[src/rtl/seq_detector_prog.sv]
// seq_detector_prog
// Runtime-programmable serial sequence detector with selectable overlapping /
// non-overlapping detection, a Mealy match flag, a registered copy of it and a
// saturating match counter. The pattern can be reloaded at any time without a
// reset.
//
// Parameters:
//   LEN          pattern length in bits (LEN >= 2)
//   CNT_W        width of the match counter
// Ports:
//   clk          rising-edge clock
//   reset        synchronous active-high reset, highest priority
//   load         capture pattern_in, restart history
//   pattern_in   pattern; bit LEN-1 is received first, bit 0 last
//   overlap      1 = overlapping detection, 0 = non-overlapping
//   in_valid     qualifies in_seq
//   in_seq       serial data bit
//   out_seq      combinational match flag for the current bit
//   match_q      out_seq delayed by one cycle
//   match_count  number of matches, saturating at all-ones
module seq_detector_prog #(
  parameter int LEN   = 4,
  parameter int CNT_W = 8
) (
  input  logic             clk,
  input  logic             reset,
  input  logic             load,
  input  logic [LEN-1:0]   pattern_in,
  input  logic             overlap,
  input  logic             in_valid,
  input  logic             in_seq,
  output logic             out_seq,
  output logic             match_q,
  output logic [CNT_W-1:0] match_count
);

  localparam int FW = (LEN > 2) ? $clog2(LEN) : 1;
  localparam logic [FW-1:0] FILL_FULL = FW'(LEN - 1);

  typedef enum logic [1:0] {
    IDLE = 2'd0,
    FILL = 2'd1,
    HUNT = 2'd2
  } state_t;

  state_t         state, state_next;
  logic [LEN-1:0] pat,   pat_next;
  logic [LEN-2:0] hist,  hist_next;
  logic [FW-1:0]  fill,  fill_next;

  logic           accept;
  logic           match;
  logic [LEN-1:0] window;

  // Window of the last LEN-1 accepted bits plus the bit on the wire; its low
  // LEN-1 bits are also the shifted history, which keeps LEN = 2 legal.
  assign window = {hist, in_seq};
  assign accept = in_valid & ~load & (state != IDLE);
  assign match  = (window == pat);

  // NOTE: every signal driven here gets a default first, so no path through
  // the block leaves a value unassigned and no latch is inferred.
  always_comb begin
    state_next = state;
    pat_next   = pat;
    hist_next  = hist;
    fill_next  = fill;
    out_seq    = 1'b0;

    if (load) begin
      // A bit arriving with load is discarded; the new pattern starts clean.
      pat_next   = pattern_in;
      hist_next  = '0;
      fill_next  = '0;
      state_next = FILL;
    end else if (accept) begin
      unique case (state)
        FILL: begin
          hist_next = window[LEN-2:0];
          fill_next = fill + 1'b1;
          if (fill + 1'b1 == FILL_FULL) state_next = HUNT;
        end
        HUNT: begin
          out_seq = match;
          if (match && !overlap) begin
            // Non-overlapping: matched bits are not reused.
            hist_next  = '0;
            fill_next  = '0;
            state_next = FILL;
          end else begin
            hist_next = window[LEN-2:0];
          end
        end
        default: ;
      endcase
    end

    if (reset) out_seq = 1'b0;
  end

  // NOTE: sequential state uses non-blocking assignments so every register
  // samples the pre-edge values regardless of statement order.
  always_ff @(posedge clk) begin
    if (reset) begin
      state       <= IDLE;
      pat         <= '0;
      hist        <= '0;
      fill        <= '0;
      match_q     <= 1'b0;
      match_count <= '0;
    end else begin
      state   <= state_next;
      pat     <= pat_next;
      hist    <= hist_next;
      fill    <= fill_next;
      match_q <= out_seq;
      if (out_seq && (match_count != '1)) match_count <= match_count + 1'b1;
    end
  end

endmodule

[config.mk]
export PLATFORM = sky130hd
export DESIGN_NAME = seq_detector_prog
export DESIGN_NICKNAME = d
export VERILOG_FILES = /design/src/rtl/seq_detector_prog.sv
export SDC_FILE = /design/constraint.sdc
export NUM_CORES = 1
export LEC_CHECK = 0
export ABC_CLOCK_PERIOD_IN_PS = 2500
export CAP_MARGIN = 30
export CORE_MARGIN = 2
export CORE_UTILIZATION = 25
export CTS_BUF_LIST = sky130_fd_sc_hd__clkbuf_2 sky130_fd_sc_hd__clkbuf_4 sky130_fd_sc_hd__clkbuf_8
export DETAILED_ROUTE_END_ITERATION = 16
export GPL_TIMING_DRIVEN = 0
export PLACE_DENSITY_LB_ADDON = 0.3
export SETUP_SLACK_MARGIN = 0.1
export SKIP_CTS_REPAIR_TIMING = 1
export SLEW_MARGIN = 5
export SYNTH_ARGS = -nofsm -noshare
export SYNTH_HDL_FRONTEND = slang
export SYNTH_SLANG_ARGS = --single-unit
[constraint.sdc]
create_clock -name clk -period 2.5 [get_ports clk]
set_input_delay 0.5 -clock clk [delete_from_list [all_inputs] [get_ports clk]]
set_output_delay 0.5 -clock clk [all_outputs]
set_load 0.05 [all_outputs]
==> metrics.txt, run 1 <==
status completed; drt first pass iters 4; Highest Signal Layer met4; Worst Setup Start Kind primary input; Final GP Congestion 0.818; max-slew violation count 0; Worst EP arrival 1.82 ns; DR vias 861; Syn Area/Cell 9.11 µm²; Layout area overhead 32.9%; worst setup margin 0.180 ns; Net Count, Synth 128; routed len/inst 11.9 µm; clk_lat worst skew 0.26 ns; first-pass GRT wire length 3620 µm; dpl cells 180; Nets 152; Iteration-0 DRC Markers 28; Post-synth EDFFs 0; Boundary Pins 20; CTS tree done; clk slew on worst S/H paths 0.07 ns; hold crit path type flip-flop to flip-flop; Final Setup Violations 0; Seq/Total Area, Yosys 0.389; final hold violations 0; Crit Path Max Fanout 4; Total Routing Usage GR 0.104; measured slew at the worst slew-check pin 0.527 ns; Mapped Area 0.00103 mm²; pin count of the biggest net entering global routing 13; core area 0.00397 mm²; Post-route DRC 0; PortBufs 17; fin crit share 0.928; yosys warns 0; initial antenna violation count 0; required time of the critical path 2.00 ns; pwr/cell area 525 mW/mm²; row count 23; crit path kind primary input to primary output; TritonCTS buffer count 3; min cycle time layout 2.32 ns; cells after synthesis 113; post-synth cell types 31; final wirelength 2210 µm; initial core utilization 0.259; DP HPWL 1680 µm; worst slack, placed -0.616 ns; Fmax 431 MHz; Die W 68.2 µm; CTS root buf clkbuf_8; Max-cap violations 0; metal1 wirelength 1030 µm; crit path capture type primary output; RSZ-0062 raised after global routing no; Routed Antenna Nets 0; #FFs+latches synth 20; CTS Buffer Depth 2; met3 WL 103 µm; vias in the first global route 829; asr flop ratio synth 0; share of cells above drive strength 1 0.132; Lkg Pwr 0.000479 µW; fin cells 186; Max rail drop VDD 258 µV; H-Tree Depth 1; clock skew 0.0121 ns; Die Y 68.2 µm; global route overflow 0; die area 0.00465 mm²; antenna cells 0; Slew HR 0.649; WL met2 1070 µm; Clock Sinks 20; Post-synth top flop dfxtp_1; vias per inst 4.63
[flip-flops by register name, summed over array words and instances (netlist names)]
signal       count
fill             2
hist             3
match_count      8
match_q          1
pat              4
state            2
[power breakdown]
| group | internal [µW] | switching, µW | total [µW] |
|---|---|---|---|
| logic | 34.0 | 35.3 | 69.3 |
| registers | 324 | 4.41 | 328 |
| clock network | 214 | 107 | 321 |
[critical path: stages]
cell	delay [ns]
clkdlybuf4s50_1	0.48
xnor2_2	0.22
nand4_4	0.14
nor4b_2	0.23
buf_4	0.24
[layout by cell type (no fill, tap or decap), types with 3 or more instances in the layout]
cell type        netlist  layout
inv_1                  7       7
mux2i_1                5       5
nand2_1                7       7
dfxtp_1               20      20
nor3_1                 3       3
clkdlybuf4s50_1        0      16
ha_1                   5       5
xnor2_1                9       8
buf_4                  0       3
clkbuf_8               0       3
o21ai_0                7       7
nor2_1                16      16
nand3_1                8       8
[cells by family (layout without fill, tap and decap cells)]
group                    after synthesis  count (layout)  share of synthesized area
AND/OR/NAND/NOR                       47              47                      0.254
flip-flops                            20              20                      0.389
AO/OA/AOI/OAI                         16              16                      0.113
buffers and inverters                 10              33                     0.0437
XOR/XNOR                               9               9                     0.0766
multiplexers                           6               6                     0.0632
adder cells (fa/ha/maj)                5               5                     0.0608
[worst paths after layout]
path | startpoint | to | slack, ns | cells after the start
worst min register to register | fill[0] | fill[0] | 0.48 | 1
worst min-delay path | fill[0] | fill[0] | 0.48 | 1
worst max-delay path | in_seq | out_seq | 0.18 | 5
worst max register to register | state[0] | match_count[5] | 0.46 | 7
[cell type report]
cell class | instances | area [µm²]
Clock buffer | 3 | 41.3
Sequential cell | 20 | 400
Tap cell | 50 | 62.6
Inverter | 7 | 26.3
Fill cell | 401 | 2600
Clock inverter | 1 | 30.0
Timing Repair Buffer | 19 | 183
Multi-Input combinational cell | 83 | 607
Buffer | 3 | 18.8
[synth_stat cells, types with 2 or more instances]
library cell  count  area (µm²)
nor2_1           16        60.1
nand2b_1          2        12.5
xnor2_1           9        78.8
inv_1             7        26.3
clkbuf_1          2        7.51
nand2_1           7        26.3
dfxtp_1          20         400
mux2i_1           5        50.1
a21oi_1           2        10.0
nand3_1           8        40.0
ha_1              5        62.6
nor4b_1           2        17.5
a311oi_1          2        17.5
nor3_1            3        15.0
o21ai_0           7        35.0
[metrics by stage]
step / instance area, µm² / power [µW] / utilization / setup TNS [ns] / hold WS (ns)
global placement: 1270 / 393 / 0.319 / -0.652 / 0.444
detailed placement: 1270 / 394 / 0.319 / -0.616 / 0.466
finish: 1370 / 718 / 0.345 / 0 / 0.478
CTS: 1340 / 717 / 0.337 / -0.628 / 0.477
global route: 1370 / 752 / 0.345 / 0 / 0.526
floorplan: 1040 / 373 / - / 0 / 0.431
[routing by layer]
| metal | track usage | vias up |
|---|---|---|
| met5 | 0 | - |
| met3 | 0.0411 | 2 |
| met4 | 0.0350 | 0 |
| met1 | 0.124 | 403 |
| met2 | 0.170 | 18 |
| li1 | - | 438 |
No activity file was read; power rests on OpenSTA's default activity.
==> run 2, diff against run 1 <==
CTS_BUF_LIST = default   (was sky130_fd_sc_hd__clkbuf_2 sky130_fd_sc_hd__clkbuf_4 sky130_fd_sc_hd__clkbuf_8)
==> results of run 2 <==
Same layout as run 1: the final DEF is identical, and so are final timing and power.
==> run 3, diff against run 2 <==
CTS_CLUSTER_SIZE = 20   (was default)
==> results of run 3 <==
Same layout as run 1: the final DEF is identical, and so are final timing and power.
